==> config.mk <==
export PLATFORM = sky130hd
export DESIGN_NAME = bus_uart_tx
export DESIGN_NICKNAME = d
export VERILOG_FILES = /design/src/rtl/bus_uart_tx_pkg.sv /design/src/rtl/uart_tx_fifo.sv /design/src/rtl/bus_uart_tx.sv
export SDC_FILE = /design/constraint.sdc
export NUM_CORES = 1
export LEC_CHECK = 0
export CAP_MARGIN = 20
export CORE_UTILIZATION = 35
export CTS_BUF_LIST = sky130_fd_sc_hd__clkbuf_8
export CTS_CLUSTER_DIAMETER = 80
export CTS_CLUSTER_SIZE = 14
export DETAILED_ROUTE_END_ITERATION = 12
export MAX_ROUTING_LAYER = met4
export PLACE_DENSITY_LB_ADDON = 0.05
export SETUP_SLACK_MARGIN = 0.5
export SLEW_MARGIN = 20
export SYNTH_ARGS = -nofsm -noshare
export SYNTH_HDL_FRONTEND = slang
export SYNTH_SLANG_ARGS = --single-unit
==> constraint.sdc <==
create_clock -name clk -period 4.26 [get_ports clk]
set_clock_uncertainty 0.05 [all_clocks]
set_input_delay 1.065 -clock clk [delete_from_list [all_inputs] [get_ports clk]]
set_output_delay 1.065 -clock clk [all_outputs]
set_load 0.05 [all_outputs]
==> src/rtl/bus_uart_tx_pkg.sv <==
// Shared definitions for the bus UART transmitter: register offsets,
// STATUS bit positions and the bus / transmit state encodings.
package bus_uart_tx_defs;

    localparam logic [1:0] REG_DATA    = 2'd0;
    localparam logic [1:0] REG_STATUS  = 2'd1;
    localparam logic [1:0] REG_DIVISOR = 2'd2;
    localparam logic [1:0] REG_IRQCTL  = 2'd3;

    localparam int STAT_FULL      = 0;
    localparam int STAT_EMPTY     = 1;
    localparam int STAT_BUSY      = 2;
    localparam int STAT_COUNT_LSB = 8;

    typedef enum logic [1:0] {BUS_IDLE, BUS_ACK, BUS_GAP} bus_state_t;
    typedef enum logic [1:0] {TX_IDLE, TX_START, TX_DATA, TX_STOP} tx_state_t;

    // A zero divisor would stall the baud counter, so it is stored as 1.
    function automatic logic [15:0] clamp_divisor(input logic [15:0] d);
        return (d == 16'd0) ? 16'd1 : d;
    endfunction

endpackage

==> src/rtl/uart_tx_fifo.sv <==
// Synchronous first-word-fall-through FIFO feeding the UART transmitter.
// Simultaneous push and pop always both succeed, even when full or empty.
module uart_tx_fifo #(
    parameter int DEPTH_LOG2 = 4,
    parameter int WIDTH      = 8
) (
    input  logic                  clk,
    input  logic                  rst,
    input  logic                  push,
    input  logic                  pop,
    input  logic [WIDTH-1:0]      din,
    output logic [WIDTH-1:0]      dout,
    output logic                  full,
    output logic                  empty,
    output logic [DEPTH_LOG2:0]   count
);

    localparam int DEPTH = 1 << DEPTH_LOG2;
    localparam logic [DEPTH_LOG2:0] FULL_COUNT = (DEPTH_LOG2 + 1)'(DEPTH);

    logic [WIDTH-1:0]      mem [DEPTH];
    logic [DEPTH_LOG2-1:0] wr_ptr;
    logic [DEPTH_LOG2-1:0] rd_ptr;
    logic                  do_push;
    logic                  do_pop;

    assign empty   = (count == '0);
    assign full    = (count == FULL_COUNT);
    assign do_push = push && (!full || pop);
    assign do_pop  = pop && (!empty || push);
    // An empty FIFO passes din straight through so a same-cycle pop sees it.
    assign dout    = empty ? din : mem[rd_ptr];

    // NOTE: the storage array has no reset; its contents are only visible
    // behind count, which is reset, so clearing it would buy nothing.
    always_ff @(posedge clk) begin
        if (do_push) mem[wr_ptr] <= din;
    end

    // NOTE: sequential state uses non-blocking assignments so every flop
    // samples its inputs from before the edge, whatever the statement order.
    always_ff @(posedge clk) begin
        if (rst) begin
            wr_ptr <= '0;
            rd_ptr <= '0;
            count  <= '0;
        end else begin
            if (do_push) wr_ptr <= wr_ptr + 1'b1;
            if (do_pop)  rd_ptr <= rd_ptr + 1'b1;
            case ({do_push, do_pop})
                2'b10:   count <= count + 1'b1;
                2'b01:   count <= count - 1'b1;
                default: count <= count;
            endcase
        end
    end

endmodule

==> src/rtl/bus_uart_tx.sv <==
// Memory-mapped 8N1 UART transmitter on the shared system bus.
// Optional interrupt output enabled by defining BUS_UART_TX_IRQ_EN.
module bus_uart_tx
    import bus_uart_tx_defs::*;
#(
    parameter logic [31:0] BASE_ADDR       = 32'h8000_0000,
    parameter logic [15:0] CLK_DIV         = 16'd868,
    parameter int          FIFO_DEPTH_LOG2 = 4
) (
    input  logic        clk,
    input  logic        rst,
    input  logic [31:0] bus_addr,
    input  logic [31:0] bus_wdata,
    input  logic        bus_rd,
    input  logic        bus_wr,
    output logic [31:0] bus_rdata,
    output logic        bus_ready,
    output logic        txd
`ifdef BUS_UART_TX_IRQ_EN
    ,
    output logic        irq
`endif
);

    bus_state_t bus_state, bus_next;
    tx_state_t  tx_state, tx_next;

    logic                     hit, capture, commit;
    logic [1:0]               reg_off, req_off;
    logic                     req_wr;
    logic [15:0]              req_wdata;
    logic [31:0]              read_val, rdata_q;
    logic [15:0]              divisor;
    logic                     fifo_push, fifo_pop, fifo_full, fifo_empty;
    logic [7:0]               fifo_dout;
    logic [FIFO_DEPTH_LOG2:0] fifo_count;
    logic                     tx_busy;
    logic [15:0]              baud_cnt, cnt_next, bit_div, div_next;
    logic [2:0]               bit_idx, idx_next;
    logic [7:0]               shreg, shreg_next;
    logic                     load_frame, txd_next;
    logic                     irq_en_bit;
    logic                     unused_bits;

    assign unused_bits = ^{bus_addr[1:0], bus_wdata[31:16]};

    assign hit       = (bus_addr[31:4] == BASE_ADDR[31:4]);
    assign reg_off   = bus_addr[3:2];
    assign commit    = (bus_state == BUS_ACK) && req_wr;
    assign fifo_push = commit && (req_off == REG_DATA);
    assign tx_busy   = (tx_state != TX_IDLE);
    assign bus_ready = (bus_state == BUS_ACK);
    assign bus_rdata = bus_ready ? rdata_q : 32'd0;

    uart_tx_fifo #(.DEPTH_LOG2(FIFO_DEPTH_LOG2), .WIDTH(8)) u_fifo (
        .clk   (clk),
        .rst   (rst),
        .push  (fifo_push),
        .pop   (fifo_pop),
        .din   (req_wdata[7:0]),
        .dout  (fifo_dout),
        .full  (fifo_full),
        .empty (fifo_empty),
        .count (fifo_count)
    );

    // A DATA write into a full FIFO is held off here until a slot frees.
    // NOTE: every combinational output gets a default first so no path
    // through the case statement can leave a value held (no latches).
    always_comb begin
        bus_next = bus_state;
        capture  = 1'b0;
        case (bus_state)
            BUS_IDLE:
                if (hit && (bus_rd || bus_wr) &&
                    !(bus_wr && (reg_off == REG_DATA) && fifo_full)) begin
                    bus_next = BUS_ACK;
                    capture  = 1'b1;
                end
            BUS_ACK: bus_next = BUS_GAP;
            BUS_GAP: bus_next = BUS_IDLE;
            default: bus_next = BUS_IDLE;
        endcase
    end

    always_comb begin
        read_val = 32'd0;
        case (reg_off)
            REG_STATUS: begin
                read_val[STAT_FULL]                = fifo_full;
                read_val[STAT_EMPTY]               = fifo_empty;
                read_val[STAT_BUSY]                = tx_busy;
                read_val[STAT_COUNT_LSB +: 8]      = 8'(fifo_count);
            end
            REG_DIVISOR: read_val[15:0] = divisor;
            REG_IRQCTL:  read_val[0]    = irq_en_bit;
            default:     read_val       = 32'd0;
        endcase
    end

    always_ff @(posedge clk) begin
        if (rst) bus_state <= BUS_IDLE;
        else     bus_state <= bus_next;
    end

    always_ff @(posedge clk) begin
        if (rst) begin
            req_wr    <= 1'b0;
            req_off   <= REG_DATA;
            req_wdata <= 16'd0;
            rdata_q   <= 32'd0;
            divisor   <= CLK_DIV;
        end else begin
            if (capture) begin
                req_wr    <= bus_wr;
                req_off   <= reg_off;
                req_wdata <= bus_wdata[15:0];
                rdata_q   <= bus_wr ? 32'd0 : read_val;
            end
            if (commit && (req_off == REG_DIVISOR))
                divisor <= clamp_divisor(req_wdata);
        end
    end

`ifdef BUS_UART_TX_IRQ_EN
    logic irq_en;
    assign irq_en_bit = irq_en;

    always_ff @(posedge clk) begin
        if (rst) begin
            irq_en <= 1'b0;
            irq    <= 1'b0;
        end else begin
            if (commit && (req_off == REG_IRQCTL)) irq_en <= req_wdata[0];
            irq <= irq_en && fifo_empty && !tx_busy;
        end
    end
`else
    assign irq_en_bit = 1'b0;
`endif

    // Divisor is latched per frame so a DIVISOR write never disturbs a frame in flight.
    always_comb begin
        tx_next    = tx_state;
        cnt_next   = baud_cnt - 16'd1;
        idx_next   = bit_idx;
        shreg_next = shreg;
        div_next   = bit_div;
        load_frame = 1'b0;
        txd_next   = 1'b1;
        case (tx_state)
            TX_IDLE: begin
                cnt_next   = baud_cnt;
                load_frame = !fifo_empty;
            end
            TX_START:
                if (baud_cnt == 16'd0) begin
                    tx_next  = TX_DATA;
                    idx_next = 3'd0;
                    cnt_next = bit_div - 16'd1;
                end
            TX_DATA:
                if (baud_cnt == 16'd0) begin
                    cnt_next = bit_div - 16'd1;
                    if (bit_idx == 3'd7) tx_next  = TX_STOP;
                    else                 idx_next = bit_idx + 3'd1;
                end
            TX_STOP:
                if (baud_cnt == 16'd0) begin
                    if (!fifo_empty) load_frame = 1'b1;
                    else             tx_next    = TX_IDLE;
                end
            default: tx_next = TX_IDLE;
        endcase
        if (load_frame) begin
            tx_next    = TX_START;
            shreg_next = fifo_dout;
            div_next   = divisor;
            cnt_next   = divisor - 16'd1;
        end
        fifo_pop = load_frame;
        case (tx_next)
            TX_START: txd_next = 1'b0;
            TX_DATA:  txd_next = shreg_next[idx_next];
            default:  txd_next = 1'b1;
        endcase
    end

    always_ff @(posedge clk) begin
        if (rst) begin
            tx_state <= TX_IDLE;
            baud_cnt <= 16'd0;
            bit_idx  <= 3'd0;
            shreg    <= 8'd0;
            bit_div  <= CLK_DIV;
            txd      <= 1'b1;
        end else begin
            tx_state <= tx_next;
            baud_cnt <= cnt_next;
            bit_idx  <= idx_next;
            shreg    <= shreg_next;
            bit_div  <= div_next;
            txd      <= txd_next;
        end
    end

endmodule

==> results.yml <==
outcome:
  status: "completed"
routing:
  routed_wl_um: 27820
  drtIter0Drc: 527
  wire_per_inst_um: 19.02
  num_vias: 7584
  ant_nets: 0
  via_per_inst: 5.184
  remaining_drc_errors: 0
  dr.pass1.iters: 5
synthesis:
  syn_area_um2: 11110
  ys_seq_area_share_pct: 55.50
  synthCells: 998
  synth.avg_cell_area_um2: 11.13
  synthFlopType: "edfxtp_1"
  ys_ff_latch: 244
  yosysWarningCount: 0
  synth-async-reset-ratio_pct: 0
  synth_cell_types: 63
  synth-edff-count: 128
setup_path:
  worstPathMaxFanout: 25
  crit_path_frequent_cell: "ha_1"
  required_ps: 4640
  cp_slowest_cell: "or4b_4"
  cp_num_buf_inv: 2
  crit_type: "reg2reg"
  crit_path_end_kind: "flip-flop"
  worstPathCellList: "inv_2 > ha_1 > or4b_4 > nor4_4 > a21oi_4 > or3_4 > clkinv_8 > ha_4 > xor2_1 > ha_1 > a21oi_2 > nor3b_1 > o21ai_0 > a21oi_1 > xnor2_1 > nor2_1"
  rrSetupSlack_ps: 720
  crit_path_start_kind: "flip-flop"
  cp.arrival_ps: 3930
  critical_path.top_delay_family: "simple AND/OR/NAND/NOR gates"
  critical-path-max-stage-delay_ps: 520
final_layout:
  drive_gt1_share_pct: 10.68
  layout.nets: 1143
  fill_cells: 3019
  area_delta_synth_final_pct: 13.60
  fin_util_pct: 40.84
  insertedDiodeCount: 0
sta:
  worstMarginPinSlew_ps: 931.6
  finalWorstSetupSlack_ps: 716.3
  maxSlewHeadroom_pct: 37.81
  rsz0062_at_grt: "false"
  fin_crit_sh_pct: 83.18
  fin_setup_tns_ps: 0
  setup_viol: 0
  drv_slew: 0
  hold_violations: 0
  fmax_ghz: 0.2822
  period_minus_slack_ps: 3544
clocking:
  cts-buffers-inserted: 22
  h-tree-depth: 1
  cts_max_path_buffers: 3
  clk_latency_ps: 570
  clkTransAtPathRegs_ps: 100
  cts.root.buffer_cell: "clkbuf_8"
  cts_tree: "yes"
  cts.sinks: 244
power_and_ir_drop:
  powerDensity_nw_per_um2: 474.6
  p_int_uw: 3848
  p_seq_share_pct: 45.0
  worst_ir_drop_vdd_mv: 0.2610
  p_leak_uw: 0.004490
  p_switching_uw: 2142
  p_sw_share_pct: 35.77
  p_clk_share_pct: 22.1
  combPwrFrac_pct: 32.9
placement:
  hpwlAfterDp_um: 18440
  place.gp.congestion: 0.7511
  dp_slack_ps: 305.0
  io_buffers: 67
hold_path:
  hold_class: "reg2reg"
global_route:
  grt_overflow_total: 0
  grt_max_degree: 66
  grt_pass1_vias: 7336
  antenna_found_initial: 0
  grt_pass1_wl_um: 43370
  grtUsageTotal_pct: 17.56
floorplanning:
  core_um2: 30910
  die_area_um2: 32460
  ioPinCount: 102
  start_util_pct: 35.95
  die_h_um: 180.2
  dieWidth_um: 180.2
  rows: 64
job:
  cap_violations: 0
[state kept, by name, indices dropped and copies added (netlist names), 5 cells and up, named ones only]
name          cells
baud_cnt         16
bit_div          16
divisor          16
rdata_q          16
req_wdata        16
shreg             8
u_fifo.count      5
u_fifo.mem      128
[cell type report]
cell class / count / area (um2) / share of cell area (%)
flip-flops and latches: 244 / 6167 / 48.86
multi-input cells: 667 / 4588 / 36.35
repair buffers: 98 / 900.9 / 7.137
well taps: 396 / 495.5 / 3.925
clock buffers: 22 / 302.8 / 2.399
inverters: 21 / 91.34 / 0.7236
clock inverters: 15 / 76.32 / 0.6047
[stage by stage]
step                      instances  power (uW)  instance area [um2]  hold slack (ps)
after floorplan                1013        4221                11170            390.7
after global placement         1424        4692                12190            409.1
after detailed placement       1424        4686                12190            418.2
after global routing           1463        6374                12620            465.5
final                          1463        5990                12620            435.3
after CTS                      1461        6033                12580            431.7
[cells by family (layout without fill, tap and decap cells)]
| family | after synthesis | after routing | share of synthesized area [%] |
|---|---|---|---|
| simple gates | 371 | 371 | 15.98 |
| flops | 244 | 244 | 55.50 |
| compound gates | 153 | 153 | 9.122 |
| buf+inv | 102 | 156 | 4.178 |
| mux | 67 | 67 | 9.752 |
| xor+xnor | 39 | 39 | 3.074 |
| fa+ha+maj | 21 | 21 | 2.365 |
| other cells | 1 | 16 | 0.03375 |
[repair_timing]
item / in CTS / in global routing
pin swaps: 0 / 4
hold buffers: 0 / 0
hold endpoints to repair: 0 / 0
gates resized for setup: 3 / 7
buffers inserted: 0 / 2
endpoints found under the setup margin: 2 / 4
[metal layers]
metal / GRT usage, % / wire length (um) / vias up / share of wire [%]
met2: 25.89 / 12160 / 129 / 44
li1: - / - / 3701 / -
met5: - / 0 / - / 0
met4: 3.282 / 406 / 0 / 1.5
met3: 2.041 / 1077 / 27 / 3.9
met1: 26.00 / 14180 / 3727 / 51
[synth_stat cells, drive strengths merged, types with 10 or more instances]
master / count / area, um2
a211oi: 18 / 135.1
a21oi: 50 / 254.0
a22oi: 25 / 187.7
and2: 19 / 118.9
buf: 25 / 170.2
clkbuf: 56 / 210.2
dfxtp: 116 / 2322
edfxtp: 128 / 3844
ha: 21 / 262.8
inv: 20 / 75.07
mux2i: 34 / 340.3
mux4: 33 / 743.2
nand2: 104 / 390.4
nand2b: 10 / 62.56
nand3: 11 / 55.05
nand3b: 11 / 82.58
nor2: 121 / 454.2
nor3: 33 / 165.2
nor4: 23 / 158.9
o21ai: 13 / 65.06
o22ai: 11 / 68.82
xnor2: 18 / 157.7
xor2: 21 / 183.9
[power by group through the flow]
stage / Sequential [uW] / Combinational (uW) / Clock (uW)
global route: 2720 / 2180 / 1470
global placement: 2750 / 1940 / 0
finish: 2700 / 1970 / 1320
CTS: 2700 / 1950 / 1390
detailed placement: 2750 / 1930 / 0
floorplan: 2690 / 1530 / 0
[cell usage in the layout (no fill, tap or decap), types with 16 or more instances in the layout]
master	Yosys	final
nor3_1	33	33
mux4_2	33	33
conb_1	1	16
nor4_1	22	21
a22oi_1	25	25
dfxtp_1	116	115
xor2_1	21	21
nand2_1	104	104
nor2_1	121	121
edfxtp_1	128	128
mux2i_1	34	34
ha_1	21	20
clkbuf_8	0	22
xnor2_1	18	18
and2_1	19	18
a21oi_1	49	48
inv_1	20	29
a211oi_1	18	18
buf_4	17	32
clkdlybuf4s50_1	0	66
[worst register-to-register path: cells and delay by family, from the launching register on]
family / cells / cell delay, ps
xor+xnor: 2 / 300
compound gates: 4 / 490
simple gates: 5 / 1460
buf+inv: 2 / 240
fa+ha+maj: 3 / 540
flops: 1 / 370
[final timing paths]
check,startpoint,endpoint,cells after the start
min reg2reg,bit_div[4],bit_div[4],2
min,bit_div[4],bit_div[4],2
max reg2reg,baud_cnt[0],u_fifo.count[4],16
max,baud_cnt[0],u_fifo.count[4],16
Power figures use the tool's default switching activity.
==> RTL edit (config.mk and constraints unchanged) <==
The output `txd` loses its register stage (`txd` becomes a continuous assignment).
--- a/src/rtl/bus_uart_tx.sv
+++ b/src/rtl/bus_uart_tx.sv
@@ -195,3 +195,2 @@
             bit_div  <= CLK_DIV;
-            txd      <= 1'b1;
         end else begin
@@ -202,5 +201,6 @@
             bit_div  <= div_next;
-            txd      <= txd_next;
-        end
-    end
+        end
+    end
+
+    assign txd = txd_next;
 
Formal check against the unedited RTL: not equivalent (Yosys sat finds a counterexample within 4 cycles, from zero or initial values and one cycle with rst high).
==> RTL edit against the unedited design <==
Synthesized area is 0.19% higher. Power is 18% higher. Sequential share of layout area is 2.1 points lower. Utilization is 1.9 points higher. Highest routed layer unchanged. Setup slack worse by 540 ps. Sequential cell count is 1 lower. Cell area is 4.8% higher. Critical path depth is 7 lower. Fmax is 13% lower. Wire length is 0.18% higher.
==> RTL edit: results (changes against the unedited design) <==
Global routing
  – First-pass GRT wire length: 44600 µm (was 43400 µm)
  – Largest net degree at the start of global routing: 82 (was 66)

Placed design
  – DPL Wire Length: 18400 µm (about the same)
  – Dpl cells: 1442 (was 1424)
  – DP Worst Slack: 340 ps (was 305 ps)
  – Placed Instance Area: 0.0123 mm² (was 0.0122 mm²)

Timing
  – Hold_ws: 424 ps (was 435 ps)
  – Slew HR: 0.383 (was 0.378)
  – Max Clock Freq: 245 MHz (was 282 MHz)

Run status
  – Outcome: complete, no violations (unchanged)

Min path
  – Hold path startpoint: bit_div[7]$_SDFFE_PP0N_ (was bit_div[4]$_SDFFE_PP0N_)
  – Worst Hold End: bit_div[7]$_SDFFE_PP0N_ (was bit_div[4]$_SDFFE_PP0N_)

Setup path
  – CP delay by family, top: multiplexers (was simple AND/OR/NAND/NOR gates)
  – RR Startpoint: baud_cnt[2]$_SDFFE_PP0P_ (was baud_cnt[0]$_SDFFE_PP0P_)
  – Setup crit end: txd (was u_fifo.count[4]$_SDFFE_PP0P_)
  – Slowest cell on the critical path: mux4_2 (was or4b_4)
  – Crit path arrival time: 2970 ps (was 3930 ps)
  – Largest stage delay, worst path: 540 ps (was 520 ps)

Finish
  – Final Non-Filler Cells: 1515 (was 1463)
  – Area growth, synth to finish: 18.8% (was 13.6%)
  – Final nets: 1195 (was 1143)
  – Share of cells above drive strength 1: 0.170 (was 0.107)

Synthesis
  – Unique masters post-synth: 65 (was 63)
  – Synth cell count leaders: edfxtp_1 (128), dfxtp_1 (115), nand2_1 (110), nor2_1 (108), a21oi_1 (57) (was edfxtp_1 (128), nor2_1 (121), dfxtp_1 (116), nand2_1 (104), clkbuf_1 (56))
  – Top_reg_cell synth: edfxtp_1 (unchanged)
  – Post-synthesis sequential area ratio: 0.552 (was 0.555)
  – Post-Syn Instances: 1010 (was 998)
  – Largest cells by area after synthesis: edfxtp_1 (35%), dfxtp_1 (21%), mux4_2 (5.5%) (was edfxtp_1 (35%), dfxtp_1 (21%), mux4_2 (6.7%))

Routing
  – Vias per cell: 5.11 (was 5.18)
  – DRT Wirelength: 27900 µm (was 27800 µm)
  – First drt pass iteration count: 4 (was 5)
  – Initial DRC Count: 490 (was 527)

Power
  – VDD IR max: 0.000273 V (was 0.000261 V)
==> RTL edit: cell types whose count changed in the layout (fill, tap and decap cells not counted), sizes merged, moves of 8 or more <==
cell and change:
buf +41, o22ai -8, o21ai +16, mux2 +8, nor2 -12
==> RTL edit: cell families (layout without fill, tap and decap cells) <==
| kind of cell | count (synthesis) | count (layout) | synth area share |
|---|---|---|---|
| flip-flops | 243 | 243 | 0.552 |
| other | 1 | 16 | 0.000337 |
| AND/OR/NAND/NOR | 366 | 366 | 0.159 |
| AO/OA/AOI/OAI | 162 | 162 | 0.0919 |
| XOR/XNOR | 36 | 36 | 0.0283 |
| multiplexers | 76 | 76 | 0.0996 |
| buffers and inverters | 105 | 199 | 0.0446 |
| adder cells (fa/ha/maj) | 21 | 21 | 0.0236 |
==> RTL edit: area by class of cell <==
class                      instances  area, µm²
fill                            2953      17700
sequential                       243       6190
multi-input combinational        677       4770
timing repair buffer             139       1300
tap                              396        495
clock buffer                      22        303
inverter                          23       91.3
clock inverter                    15       77.6
==> RTL edit: repair_timing <==
item	in CTS	in global routing
gates cloned	2	0
gates resized for setup	67	13
setup endpoints to repair	3	2
pin swaps	17	7
setup buffers	31	3
==> RTL edit: report_power, final <==
group	total (mW)	internal, mW	switching [mW]	leakage [nW]
Sequential	2.76	2.61	0.155	2.20
Clock	1.32	0.495	0.824	0.229
Combinational	3.01	1.40	1.60	2.32
==> RTL edit: per-layer routing <==
layer / vias up / track usage / wire length, µm
met5: - / - / 0
met4: 0 / 0.0345 / 473
met3: 32 / 0.0350 / 1380
met2: 154 / 0.268 / 12400
met1: 3757 / 0.255 / 13600
li1: 3794 / - / -
